### src/rtl/mmio_bus_controller_if.sv
// Bundles the MEM-stage request/response signals and the device-side bus.
// master: the controller's view; slave: the pipeline/device environment's view.
interface mmio_bus_controller_if;
  logic        mem_req_valid;
  logic        mem_we;
  logic [31:0] mem_addr;
  logic [31:0] mem_wdata;
  logic        mem_stall;
  logic [31:0] mem_rdata;
  logic        mem_rdata_valid;
  logic        bus_err;
  logic [31:0] err_addr;
  logic [5:0]  dev_sel;
  logic        dev_req;
  logic        dev_we;
  logic [31:0] dev_addr;
  logic [31:0] dev_wdata;
  logic        dev_ack;
  logic [31:0] dev_rdata;

  modport master (
    input  mem_req_valid, mem_we, mem_addr, mem_wdata, dev_ack, dev_rdata,
    output mem_stall, mem_rdata, mem_rdata_valid, bus_err, err_addr,
           dev_sel, dev_req, dev_we, dev_addr, dev_wdata
  );

  modport slave (
    output mem_req_valid, mem_we, mem_addr, mem_wdata, dev_ack, dev_rdata,
    input  mem_stall, mem_rdata, mem_rdata_valid, bus_err, err_addr,
           dev_sel, dev_req, dev_we, dev_addr, dev_wdata
  );
endinterface

### src/rtl/mmio_bus_controller.sv
// Decodes MEM-stage accesses onto BRAM or one of five MMIO devices, stalling the pipeline
// until BRAM data arrives, the device acks, the wait times out, or the address is unmapped.
module mmio_bus_controller #(
  parameter int TIMEOUT_CYCLES = 15
) (
  input logic                   clk,
  input logic                   rst_n,
  mmio_bus_controller_if.master bus
);
  localparam logic [1:0] IDLE      = 2'd0;
  localparam logic [1:0] BRAM_WAIT = 2'd1;
  localparam logic [1:0] DEV_WAIT  = 2'd2;
  localparam logic [1:0] RESP      = 2'd3;
  localparam logic [7:0] WAIT_LAST = 8'(TIMEOUT_CYCLES - 1);

  logic [1:0] state;
  logic [7:0] wait_cnt;
  logic       err;
  logic [3:0] region;
  logic [5:0] sel_dec;
  logic       accept;

  assign region = bus.mem_addr[31:28];
  assign accept = (state == IDLE) && bus.mem_req_valid;

  always_comb begin
    sel_dec = 6'b000000;
    if (region < 4'd6) sel_dec = 6'b000001 << region;
  end

  // Gate with rst_n so a request held during reset does not show as a stall.
  assign bus.mem_stall       = rst_n && (accept || (state == BRAM_WAIT) || (state == DEV_WAIT));
  assign bus.dev_req         = (state == DEV_WAIT);
  assign bus.mem_rdata_valid = (state == RESP);
  assign bus.bus_err         = (state == RESP) && err;

  always_ff @(posedge clk or negedge rst_n) begin
    if (!rst_n) begin
      state         <= IDLE;
      wait_cnt      <= 8'd0;
      err           <= 1'b0;
      bus.mem_rdata <= 32'd0;
      bus.err_addr  <= 32'd0;
      bus.dev_sel   <= 6'd0;
      bus.dev_addr  <= 32'd0;
      bus.dev_wdata <= 32'd0;
      bus.dev_we    <= 1'b0;
    end else begin
      case (state)
        IDLE: begin
          if (bus.mem_req_valid) begin
            bus.dev_we    <= bus.mem_we;
            bus.dev_addr  <= bus.mem_addr;
            bus.dev_wdata <= bus.mem_wdata;
            bus.dev_sel   <= sel_dec;
            wait_cnt      <= 8'd0;
            if (sel_dec == 6'd0) begin
              err           <= 1'b1;
              bus.mem_rdata <= 32'd0;
              bus.err_addr  <= bus.mem_addr;
              state         <= RESP;
            end else begin
              err   <= 1'b0;
              state <= sel_dec[0] ? BRAM_WAIT : DEV_WAIT;
            end
          end
        end
        BRAM_WAIT: begin
          if (!bus.dev_we) bus.mem_rdata <= bus.dev_rdata;
          state <= RESP;
        end
        DEV_WAIT: begin
          // An ack arriving on the final wait cycle still completes cleanly.
          if (bus.dev_ack) begin
            if (!bus.dev_we) bus.mem_rdata <= bus.dev_rdata;
            state <= RESP;
          end else begin
            wait_cnt <= wait_cnt + 8'd1;
            if (wait_cnt == WAIT_LAST) begin
              err           <= 1'b1;
              bus.mem_rdata <= 32'd0;
              bus.err_addr  <= bus.dev_addr;
              state         <= RESP;
            end
          end
        end
        RESP:    state <= IDLE;
        default: state <= IDLE;
      endcase
    end
  end
endmodule
### src/flat_wrapper.sv
// flat-port wrapper written by rule: the top's interface ports become plain ports
module mmio_bus_controller_flat 
#(
  parameter int TIMEOUT_CYCLES = 15
)
  (clk, rst_n, bus_mem_req_valid, bus_mem_we, bus_mem_addr, bus_mem_wdata, bus_dev_ack, bus_dev_rdata, bus_mem_stall, bus_mem_rdata, bus_mem_rdata_valid, bus_bus_err, bus_err_addr, bus_dev_sel, bus_dev_req, bus_dev_we, bus_dev_addr, bus_dev_wdata);
  mmio_bus_controller_if bus_i ();
  input logic clk;
  input logic rst_n;
  input wire logic [$bits(bus_i.mem_req_valid)-1:0] bus_mem_req_valid;
  input wire logic [$bits(bus_i.mem_we)-1:0] bus_mem_we;
  input wire logic [$bits(bus_i.mem_addr)-1:0] bus_mem_addr;
  input wire logic [$bits(bus_i.mem_wdata)-1:0] bus_mem_wdata;
  input wire logic [$bits(bus_i.dev_ack)-1:0] bus_dev_ack;
  input wire logic [$bits(bus_i.dev_rdata)-1:0] bus_dev_rdata;
  output wire logic [$bits(bus_i.mem_stall)-1:0] bus_mem_stall;
  output wire logic [$bits(bus_i.mem_rdata)-1:0] bus_mem_rdata;
  output wire logic [$bits(bus_i.mem_rdata_valid)-1:0] bus_mem_rdata_valid;
  output wire logic [$bits(bus_i.bus_err)-1:0] bus_bus_err;
  output wire logic [$bits(bus_i.err_addr)-1:0] bus_err_addr;
  output wire logic [$bits(bus_i.dev_sel)-1:0] bus_dev_sel;
  output wire logic [$bits(bus_i.dev_req)-1:0] bus_dev_req;
  output wire logic [$bits(bus_i.dev_we)-1:0] bus_dev_we;
  output wire logic [$bits(bus_i.dev_addr)-1:0] bus_dev_addr;
  output wire logic [$bits(bus_i.dev_wdata)-1:0] bus_dev_wdata;
  assign bus_i.mem_req_valid = bus_mem_req_valid;
  assign bus_i.mem_we = bus_mem_we;
  assign bus_i.mem_addr = bus_mem_addr;
  assign bus_i.mem_wdata = bus_mem_wdata;
  assign bus_i.dev_ack = bus_dev_ack;
  assign bus_i.dev_rdata = bus_dev_rdata;
  assign bus_mem_stall = bus_i.mem_stall;
  assign bus_mem_rdata = bus_i.mem_rdata;
  assign bus_mem_rdata_valid = bus_i.mem_rdata_valid;
  assign bus_bus_err = bus_i.bus_err;
  assign bus_err_addr = bus_i.err_addr;
  assign bus_dev_sel = bus_i.dev_sel;
  assign bus_dev_req = bus_i.dev_req;
  assign bus_dev_we = bus_i.dev_we;
  assign bus_dev_addr = bus_i.dev_addr;
  assign bus_dev_wdata = bus_i.dev_wdata;
  mmio_bus_controller #(.TIMEOUT_CYCLES(TIMEOUT_CYCLES)) u_core (.clk(clk), .rst_n(rst_n), .bus(bus_i));
endmodule
### config.mk
export PLATFORM = sky130hd
export DESIGN_NAME = mmio_bus_controller_flat
export DESIGN_NICKNAME = d
export VERILOG_FILES = /design/src/rtl/mmio_bus_controller_if.sv /design/src/rtl/mmio_bus_controller.sv /design/src/flat_wrapper.sv
export SDC_FILE = /design/constraint.sdc
export NUM_CORES = 1
export LEC_CHECK = 0
export CAP_MARGIN = 20
export CORE_MARGIN = 2
export CORE_UTILIZATION = 36
export DETAILED_ROUTE_END_ITERATION = 10
export GPL_TIMING_DRIVEN = 0
export MAX_ROUTING_LAYER = met4
export PLACE_DENSITY_LB_ADDON = 0.25
export SETUP_SLACK_MARGIN = 0.2
export SLEW_MARGIN = 20
export SYNTH_ARGS = -nofsm -noshare
export SYNTH_HDL_FRONTEND = slang
export SYNTH_SLANG_ARGS = --single-unit
### constraint.sdc
create_clock -name clk -period 2.7 [get_ports clk]
set_input_delay 0.81 -clock clk [delete_from_list [all_inputs] [get_ports clk]]
set_output_delay 0.81 -clock clk [all_outputs]
set_load 0.05 [all_outputs]
Word-level counts from Yosys, hierarchy flattened
Index checks and enable logic that the tools add are counted.

Output and inout port bits: 139. Input bits: 101. Bits in registers: 146. Word-level logic and storage cells: 62.

$lt $le $gt $ge: 1. Reduce and logical (&&, ||, !) cells: 15. $add $sub $neg: 1. Equality and inequality tests: 9. Shifts and indexed selects: 1. Muxes and demuxes: 26.

Operators with widths (count): 32-bit two-way mux (9); 32-bit one-hot mux with 3 select lines (1); 32-bit one-hot mux with 2 select lines (1); 8-bit two-way mux (2); 8-bit one-hot mux with 2 select lines (1); 2-bit two-way mux (5); 8-bit by 1-bit adder with 8-bit output (second input constant) (1); 8-bit by 4-bit equality test with 1-bit output (second input constant) (1); 2-bit one-hot mux with 4 select lines (1); 4-bit AND reduction (2); 6-bit logical NOT (1); 6-bit two-way mux (1); 2-bit != test (second input constant) (3); 1-bit by 4-bit << shifter with 6-bit output (first input constant) (1); 5-bit AND reduction (1); 2-bit equality test (second input constant) (2); 4-bit by 3-bit < comparator with 1-bit output (second input constant) (1); 1-bit two-way mux (4); 2-bit AND reduction (2); 1-bit logical AND (3); 3-bit by 2-bit != test with 1-bit output (second input constant) (1); 3-bit AND reduction (1); 3-bit nonzero test (1); 2-bit by 1-bit equality test with 1-bit output (second input constant) (1); other kinds (5) (6).

Longest topological paths before layout
Gate-level depths: netlist (run 1).

Word-level depth: 6. Gate-level depth with buffers: 9. Gate-level depth less buffers: 6.

Least setup slack after synthesis (run 1)
Ideal clock, no wire load.

Path type: register to output. From: register u_core.state[0]. To: output bus_mem_stall. Cell stages (with the launch flop): 7. Data required time: 1890 ps. Arrival time: 2326 ps. Slack: -436 ps. Path buffers: 3. Path through: dfrtp_1 -> inv_1 -> ha_1 -> buf_2 -> clkbuf_1 -> clkbuf_1 -> o31a_1.

Elaborated cells between the ends (all ways): 7. Classes of those cells: eq/ne (2); reduce/logical (5).

RTL lines: start, declared (RTL line mmio_bus_controller.sv:16) `logic [1:0] state;`; start signal, assigned (RTL line mmio_bus_controller.sv:64) `state <= sel_dec[0] ? BRAM_WAIT : DEV_WAIT;`; 2-bit equality test; via bus_dev_req (RTL line flat_wrapper.sv:22) `output wire logic [$bits(bus_i.dev_req)-1:0] bus_dev_req;`; 1-bit logical OR (RTL line mmio_bus_controller.sv:32) `assign bus.mem_stall = rst_n && (accept || (state == BRAM_WAIT) || (state == DEV_WAIT));`; 1-bit logical AND (RTL line mmio_bus_controller.sv:32); end, declared (RTL line flat_wrapper.sv:16) `output wire logic [$bits(bus_i.mem_stall)-1:0] bus_mem_stall;`.

The timed path passes the listed nets, and every way through them passes these cells.

Worst setup path after layout (run 1)
From: register u_core.state[1]. To: output bus_mem_stall.

Longest elaborated chain between the ends: 5. Elaborated cells between the ends (all ways): 7. Classes of those cells: eq/ne (2); reduce/logical (5).

Ends and longest elaborated chain: 2-bit logical NOT (RTL line mmio_bus_controller.sv:24) `assign accept = (state == IDLE) && bus.mem_req_valid;`; 1-bit logical AND (RTL line mmio_bus_controller.sv:24); 1-bit logical OR (RTL line mmio_bus_controller.sv:32); 1-bit logical OR * (RTL line mmio_bus_controller.sv:32); 1-bit logical AND * (RTL line mmio_bus_controller.sv:32).

Mark *: on every way between the ends. The rest lies on a longest branch, timed or not.

==> impl_metrics.json, run 1 <==
{
  "cp.required_ns": 1.89,
  "synthArstFlopShare": 1.000,
  "hold_class": "primary input to async pin",
  "tns_ns": -0.08130,
  "clk_latency_ns": 0.41,
  "die_h_um": 134.9,
  "portBuffers": 239,
  "drtIter0Drc": 164,
  "core_area_um2": 16640,
  "clockBufferDepth": 2,
  "gp_congestion": 0.8059,
  "grt_pass1_wl_mm": 25.72,
  "hold_violations": 0,
  "cap_violations": 0,
  "regArea_um2": 3654,
  "dp_hpwl_mm": 11.88,
  "synth_edf_count": 0,
  "path_max_fanout": 5,
  "r2r-end": "u_core.bus.err_addr[3]",
  "cts_sinks": 146,
  "drive_gt1_frac": 0.2899,
  "p_leak_nw": 4.302,
  "grt_use_total": 0.1873,
  "io_pins": 240,
  "wl_per_cell_um": 18.07,
  "grt-ovfl-total": 0,
  "multi_input_area_um2": 2427,
  "synth_seq_area_share": 0.5922,
  "vias": 4635,
  "cts_max_level": 4,
  "synth_nets": 531,
  "postRouteAntennaNets": 0,
  "ff2ff_path_depth": 10,
  "syn_avg_cell_area_um2": 14.55,
  "grt_max_degree": 80,
  "fin_util": 0.5921,
  "violations": "setup timing",
  "die_area_um2": 18200,
  "start_util": 0.3707,
  "post-route-period-util": 1.030,
  "synthFlopType": "dfrtp_1",
  "path_class": "flop to primary output",
  "root_buffer": "clkbuf_16",
  "placed_area_um2": 8895,
  "area_growth_pct": 59.72,
  "worst-slew-pin-transition_ns": 0.6800,
  "antenna_found_initial": 0,
  "r2r_slack_ns": 0.14,
  "finalWorstPathRequiredPeriod_ns": 2.781,
  "power.density_nw_per_um2": 1509,
  "wl_mm": 16.88,
  "nets": 808,
  "ys_warn_count": 0,
  "finalMaxSlewViolations": 0,
  "cts_tree": "yes",
  "ys_types": 42,
  "ir_drop_v": 0.0008651,
  "die_x_um": 134.9,
  "grt_pass1_vias": 4919,
  "start_kind": "flop",
  "ys_ff_latch": 146,
  "fmaxAchievable_ghz": 0.3595,
  "clk_pin_slew_ns": 0.06,
  "final_area_um2": 9854,
  "timing.hold.ws_ns": 0.3310,
  "syn-cell-area_um2": 6170,
  "rows": 47,
  "first_pass_iters": 4,
  "setup_viol": 1,
  "antenna_cells": 0,
  "rsz0062_at_grt": "yes",
  "drc": 0,
  "cp.arrival_ns": 1.97,
  "fillCellCount": 1322,
  "fin_skew_ns": 0.009791,
  "finalWorstSetupSlack_ns": -0.08130,
  "rr_startpoint": "u_core.state[1]",
  "cp-end-kind": "primary output",
  "relSlewSlack": 0.5466,
  "synthCells": 424,
  "numCtsBuffers": 17,
  "status": "complete, but fails checks",
  "via_per_inst": 4.963
}
-- per-stage QoR --
stage	worst slack (ns)	power (mW)	instances
floorplan	0.1936	9.323	424
global placement	-5.687	11.82	883
detailed placement	-1.277	11.97	884
CTS	-0.1126	14.65	924
global route	-0.1394	15.55	934
finish	-0.08130	14.87	934
-- worst max-delay path, cell delays in order (launching register included) --
cell and delay (ns):
dfrtp_1 0.39, buf_6 0.13, ha_4 0.15, buf_6 0.12
clkbuf_16 0.14, clkbuf_16 0.14, o31a_4 0.35, buf_8 0.15
-- metal layers --
metal,global-route usage,wire [um],vias up
met5,-,0,-
met4,0.05088,172,0
met3,0.05893,1224,12
met2,0.2902,7874,189
met1,0.2384,7607,2325
li1,-,-,2109
-- Yosys cell counts (2+ instances only) --
master	number	area share
a21oi_1	7	0.0057
a22o_1	33	0.047
a32o_1	2	0.0032
and2_1	3	0.0030
buf_1	3	0.0018
buf_2	5	0.0041
buf_6	3	0.0055
clkbuf_1	13	0.0079
dfrtp_1	146	0.59
ha_1	6	0.012
inv_1	7	0.0043
mux2_2	96	0.18
mux2_4	30	0.073
nand2_1	15	0.0091
nand3_1	3	0.0024
nand3b_1	2	0.0024
nor2_1	8	0.0049
nor3_1	2	0.0016
o21ai_0	11	0.0089
or3_1	6	0.0061
or4_1	2	0.0024
-- what timing repair did --
action / in CTS / in global routing
resized for setup: 39 / 26
setup endpoints to repair: 65 / 65
endpoints found under the hold margin: 0 / 0
hold buffers: 0 / 0
setup buffers: 8 / 7
cloned: 0 / 3
pin swaps: 2 / 2
-- power breakdown --
group	internal, mW	total, mW	switching (mW)
registers	3.13	3.71	0.580
clock network	1.48	2.40	0.922
logic	3.73	8.77	5.04
total	8.34	14.9	6.54
-- layout by cell type, fill, tap and decap left out, types with 3 or more instances in the layout --
cell type	n
nand2_1	15
buf_12	4
clkbuf_2	3
nand3_1	3
mux2_2	96
o21ai_0	11
a22o_1	33
dfrtp_1	146
bufinv_16	3
clkinvlp_4	3
a21oi_1	6
buf_2	4
inv_1	5
clkbuf_1	8
or3_1	5
buf_6	5
clkinv_2	4
clkbuf_16	23
ha_1	4
nor2_1	8
clkdlybuf4s50_1	231
buf_1	3
buf_4	13
mux2_4	30
-- logic make-up after synthesis --
logic type,after synthesis,share of synthesized area
flip-flops,146,0.5922
multiplexers,127,0.2498
AO/OA/AOI/OAI,65,0.08112
AND/OR/NAND/NOR,47,0.03853
buffers and inverters,32,0.02474
adder cells (fa/ha/maj),6,0.01217
XOR/XNOR,1,0.001420
-- state kept, by name (all words and copies together) (netlist names) --
name / flops
u_core.bus.dev_addr: 32
u_core.bus.mem_rdata: 32
u_core.bus.err_addr: 32
u_core.bus.dev_sel: 6
u_core.wait_cnt: 8
u_core.state: 2
u_core.bus.dev_we: 1
u_core.err: 1
u_core.bus.dev_wdata: 32
-- worst max-delay path by stage --
stage	slack, ns	startpoint	cells past startpoint	endpoint
final	-0.08	u_core.state[1]	7	bus_mem_stall
after global routing	-0.14	u_core.state[1]	7	bus_mem_stall
after CTS	-0.11	u_core.state[0]	8	bus_mem_stall
after detailed placement	-1.28	bus_mem_req_valid	6	bus_mem_stall
after global placement	-5.69	rst_n	3	bus_mem_stall
after floorplan	0.19	bus_mem_req_valid	4	bus_mem_stall
-- layout make-up --
cell class              instances  area share
clock inverters                13     0.01612
clock buffers                  19     0.04495
flip-flops and latches        146      0.3707
plain buffers                  25     0.02501
repair buffers                258      0.2660
inverters                       7    0.002920
well taps                     220     0.02793
multi-input cells             246      0.2463
Note: power is estimated with default switching activity, not from simulation.
==> run 2, diff against run 1 <==
- SLEW_MARGIN: 20 -> not set
==> run 2 against run 1 <==
  * The flow still finishes with violations (setup timing)
  * Non-clock buffer count decreased by 7
  * Via count is 0.76% lower
  * Sequential cell count unchanged
  * Final cell count decreased by 0.75%
  * Global-route usage grew 0.095 points
  * First-iteration DRC count up 19%
==> impl_metrics.json, run 2 (synthesis gave the netlist of run 1 again) <==
{
  "relSlewSlack": 0.5558,
  "ir_drop_v": 0.0007909,
  "hold_class": "primary input to async pin",
  "antenna_found_initial": 0,
  "first_pass_iters": 4,
  "cp-end-kind": "primary output",
  "p_switching_mw": 6.535,
  "cts-hold-fix-buffers": 0,
  "path_class": "flop to primary output",
  "postRouteAntennaNets": 0,
  "grt_pass1_vias": 4911,
  "wl_mm": 16.84,
  "start_kind": "flop",
  "fillCellCount": 1329,
  "via_per_inst": 4.962,
  "rsz0062_at_grt": "yes",
  "cts_tree": "yes",
  "internal_power_mw": 8.249,
  "dp_slack_ns": -1.270,
  "cp.required_ns": 1.89,
  "layout_common_cells": "clkdlybuf4s50_1, dfrtp_1, mux2_2",
  "power.density_nw_per_um2": 1511,
  "setup_viol": 1,
  "rows": 47,
  "cts_sinks": 146,
  "p_clk_frac": 0.163,
  "numCtsBuffers": 17,
  "regArea_um2": 3654,
  "final_cells": 927,
  "timing.hold.ws_ns": 0.3226,
  "pwr-share-comb": 0.586,
  "drc": 0,
  "dp_cells": 884,
  "status": "complete, but fails checks",
  "finalWorstSetupSlack_ns": -0.08130,
  "antenna_cells": 0,
  "core_area_um2": 16640,
  "finalMaxSlewViolations": 0,
  "fmaxAchievable_ghz": 0.3595,
  "post-route-period-util": 1.030,
  "multi_input_area_um2": 2426,
  "area_growth_pct": 58.55,
  "violations": "setup timing",
  "switching_share": 0.4420,
  "p_leak_nw": 4.251,
  "die_area_um2": 18200,
  "grt_pass1_wl_mm": 25.72,
  "r2r_slack_ns": 0.15,
  "portBuffers": 239,
  "vias": 4600,
  "clockBufferDepth": 2,
  "layout_commonest_cell": "clkdlybuf4s50_1",
  "finalWorstPathRequiredPeriod_ns": 2.781,
  "dp_hpwl_mm": 11.90,
  "path_max_fanout": 3,
  "tns_ns": -0.08130,
  "cap_violations": 0,
  "cts_max_level": 4,
  "placed_area_um2": 8891,
  "cp.arrival_ns": 1.97,
  "drtIter0Drc": 195,
  "nets": 801,
  "hold_violations": 0,
  "die_h_um": 134.9,
  "seqPwrFrac": 0.251,
  "io_pins": 240,
  "clk_pin_slew_ns": 0.06,
  "grt_max_degree": 80,
  "root_buffer": "clkbuf_16",
  "wl_per_cell_um": 18.17,
  "fin_skew_ns": 0.009351,
  "clk_latency_ns": 0.42,
  "drive_gt1_frac": 0.2772,
  "worst-slew-pin-transition_ns": 0.6662,
  "start_util": 0.3707,
  "gp_congestion": 0.8059,
  "final_area_um2": 9782,
  "grt_use_total": 0.1882,
  "die_x_um": 134.9,
  "grt-ovfl-total": 0
}
==> run 2: path summary, 6_finish.rpt <==
check	from	endpoint	cells past startpoint
max in group asynchronous	rst_n	u_core.wait_cnt[0]	2
setup / recovery	u_core.state[1]	bus_mem_stall	8
setup reg to reg	u_core.state[1]	u_core.bus.err_addr[10]	10
hold reg to reg	u_core.bus.dev_sel[0]	u_core.bus.dev_sel[0]	2
min in group clk	u_core.bus.dev_sel[0]	u_core.bus.dev_sel[0]	2
hold / removal	rst_n	u_core.bus.dev_addr[15]	1
==> run 2: what timing repair did <==
item / CTS / global route
setup endpoints to repair: 65 / 66
pin swaps: 1 / 1
gates cloned: 0 / 3
buffers inserted: 7 / 1
gates resized for setup: 38 / 20
==> run 2: metal layers <==
| metal | global-route usage | vias to the layer above | routed length (um) | part of all wire |
|---|---|---|---|---|
| met5 | - | - | 0 | 0 |
| met4 | 0.06199 | 0 | 198 | 0.012 |
| met3 | 0.05293 | 15 | 1226 | 0.073 |
| met2 | 0.2944 | 200 | 7903 | 0.47 |
| met1 | 0.2368 | 2289 | 7514 | 0.45 |
| li1 | - | 2096 | - | - |
==> run 2: area by class of cell <==
class,count,share of cell area
Clock inverter,12,0.01586
Multi-Input combinational cell,246,0.2480
Clock buffer,20,0.04566
Buffer,25,0.02469
Timing Repair Buffer,251,0.2614
Inverter,7,0.002686
Tap cell,220,0.02814
Sequential cell,146,0.3735
==> run 2: power groups by stage <==
stage,Sequential [mW],Clock [mW],Combinational (mW)
finish,3.71,2.42,8.66
floorplan,6.59,0,2.73
CTS,3.71,2.48,8.46
global route,3.83,2.57,9.05
global placement,3.67,0,8.15
detailed placement,3.74,0,8.23
==> run 2: stage by stage <==
step                utilization  power (mW)
floorplan                     -       9.323
global placement         0.5325       11.82
detailed placement       0.5342       11.97
CTS                      0.5800       14.65
global route             0.5878       15.45
finish                   0.5878       14.78
==> run 2: critical path: stages (launching register included) <==
cell,delay (ns)
dfrtp_1,0.42
inv_2,0.08
ha_4,0.16
buf_6,0.11
and2_4,0.13
buf_8,0.11
clkbuf_16,0.13
o31a_4,0.27
buf_8,0.15
==> run 3, diff against run 2 <==
- CORE_UTILIZATION: 36 -> 44
==> run 3 against run 2 <==
  * The flow still finishes with violations (setup timing)
  * Critical path depth down 1
  * Sequential share of layout area down 0.46 points
  * Maximum frequency down 0.73%
  * Via count up 1.2%
  * Power up 3.4%
  * Final cell count down 3.5%
  * Setup slack worse by 0.020 ns
  * Largest cell class unchanged
==> impl_metrics.json, run 3 (synthesis gave the netlist of run 1 again) <==
{
  "status": "complete, but fails checks",
  "violations": "setup timing",
  "placed_area_um2": 8841,
  "clk_pin_slew_ns": 0.06,
  "fin_skew_ns": 0.006340,
  "layout_common_cells": "clkdlybuf4s50_1, dfrtp_1, mux2_2",
  "antenna_found_initial": 1,
  "portBuffers": 239,
  "cts_sinks": 146,
  "cp.required_ns": 1.89,
  "finalMaxSlewViolations": 0,
  "rsz0062_at_grt": "yes",
  "cts_max_level": 4,
  "nets": 809,
  "fillCellCount": 944,
  "final_area_um2": 9905,
  "power.density_nw_per_um2": 1543,
  "grt-ovfl-total": 0,
  "relSlewSlack": 0.5870,
  "grt_use_total": 0.2349,
  "rows": 43,
  "r2r_slack_ns": 0.05,
  "numCtsBuffers": 17,
  "drc": 0,
  "cts_tree": "yes",
  "wl_mm": 16.84,
  "cap_violations": 0,
  "tns_ns": -0.1017,
  "finalWorstPathRequiredPeriod_ns": 2.802,
  "drtIter0Drc": 246,
  "clockBufferDepth": 2,
  "root_buffer": "clkbuf_16",
  "cp.arrival_ns": 1.99,
  "dp_slack_ns": -1.383,
  "postRouteAntennaNets": 0,
  "r2r-end": "u_core.bus.err_addr[3]",
  "core_area_um2": 13770,
  "worst-slew-pin-transition_ns": 0.6195,
  "via_per_inst": 5.203,
  "ir_drop_v": 0.0009407,
  "first_pass_iters": 4,
  "fin_util": 0.7191,
  "drive_gt1_frac": 0.2927,
  "hold_class": "primary input to async pin",
  "hold_violations": 0,
  "critPathCapture": "bus_mem_stall",
  "layout_commonest_cell": "clkdlybuf4s50_1",
  "fmaxAchievable_ghz": 0.3569,
  "multi_input_area_um2": 2435,
  "die_h_um": 122.4,
  "ff2ff_path_depth": 12,
  "clk_latency_ns": 0.41,
  "startpoint": "u_core.state[0]",
  "start_kind": "flop",
  "die_x_um": 122.4,
  "path_max_fanout": 10,
  "grt_pass1_wl_mm": 25.79,
  "rr_startpoint": "u_core.state[0]",
  "regArea_um2": 3654,
  "p_total_mw": 15.29,
  "finalWorstSetupSlack_ns": -0.1017,
  "cp-end-kind": "primary output",
  "grt_max_degree": 86,
  "start_util": 0.4479,
  "gp_congestion": 0.7550,
  "wl_per_cell_um": 18.82,
  "dp_hpwl_mm": 11.71,
  "vias": 4657,
  "grt_pass1_vias": 4964,
  "cts-hold-fix-buffers": 0,
  "p_leak_nw": 4.358,
  "post-route-period-util": 1.038,
  "path_class": "flop to primary output",
  "io_pins": 240,
  "area_growth_pct": 60.54,
  "die_area_um2": 14990,
  "setup_viol": 1
}
==> run 3: changes by cell type in the layout (fill, tap and decap cells not counted), sizes merged, moves of 2 or more <==
cell and delta:
buf +11, clkinv -4, dlymetal6s2s +3, bufinv +2, clkdlybuf4s50 -2, inv -2
==> run 3: critical path, stage by stage, from the launching register on <==
cell	delay (ns)
dfrtp_1	0.38
inv_2	0.09
ha_4	0.17
buf_6	0.14
clkbuf_16	0.15
clkbuf_16	0.16
o31a_4	0.35
buf_8	0.15
==> run 3: report_power, final <==
part           total [mW]  switching [mW]  internal (mW)  leakage [nW]
Clock                2.58           0.875           1.71         0.308
Combinational        9.00            5.13           3.87          2.23
Sequential           3.70           0.577           3.13          1.82
==> run 3: worst min path at each step <==
stage	to	slack, ns	cells past startpoint
after global placement	u_core.bus.dev_sel[5]	0.46	2
after CTS	u_core.bus.dev_addr[12]	0.33	1
after global routing	u_core.bus.dev_addr[16]	0.33	1
after detailed placement	u_core.bus.dev_sel[5]	0.46	2
final	u_core.bus.dev_addr[16]	0.32	1
after floorplan	u_core.err	0.46	1
==> run 3: what timing repair did <==
| item | CTS | global route |
|---|---|---|
| buffers inserted | 9 | 8 |
| endpoints found under the setup margin | 64 | 68 |
| gates cloned | 2 | 0 |
| pin swaps | 1 | 1 |
| resized for setup | 50 | 26 |
==> run 3: cell type report <==
class | instances | share of cell area
Sequential cell | 146 | 0.3689
Antenna cell | 1 | 0.0002527
Clock inverter | 9 | 0.01794
Tap cell | 180 | 0.02274
Timing Repair Buffer | 259 | 0.2687
Multi-Input combinational cell | 246 | 0.2458
Clock buffer | 22 | 0.04788
Buffer | 25 | 0.02514
Inverter | 7 | 0.002653
==> run 3: through the flow <==
step / hold slack (ns) / std cells
after global routing: 0.3293 / 895
after global placement: 0.4604 / 843
final: 0.3166 / 895
after detailed placement: 0.4622 / 844
after floorplan: 0.4624 / 424
after CTS: 0.3321 / 886
==> run 3: metal layers <==
| layer | share of wire | routed length [um] | track usage | vias up |
|---|---|---|---|---|
| li1 | - | - | - | 2101 |
| met2 | 0.47 | 7905 | 0.3514 | 208 |
| met3 | 0.077 | 1299 | 0.07388 | 24 |
| met4 | 0.021 | 356 | 0.08764 | 0 |
| met5 | 0 | 0 | - | - |
| met1 | 0.43 | 7282 | 0.3011 | 2324 |
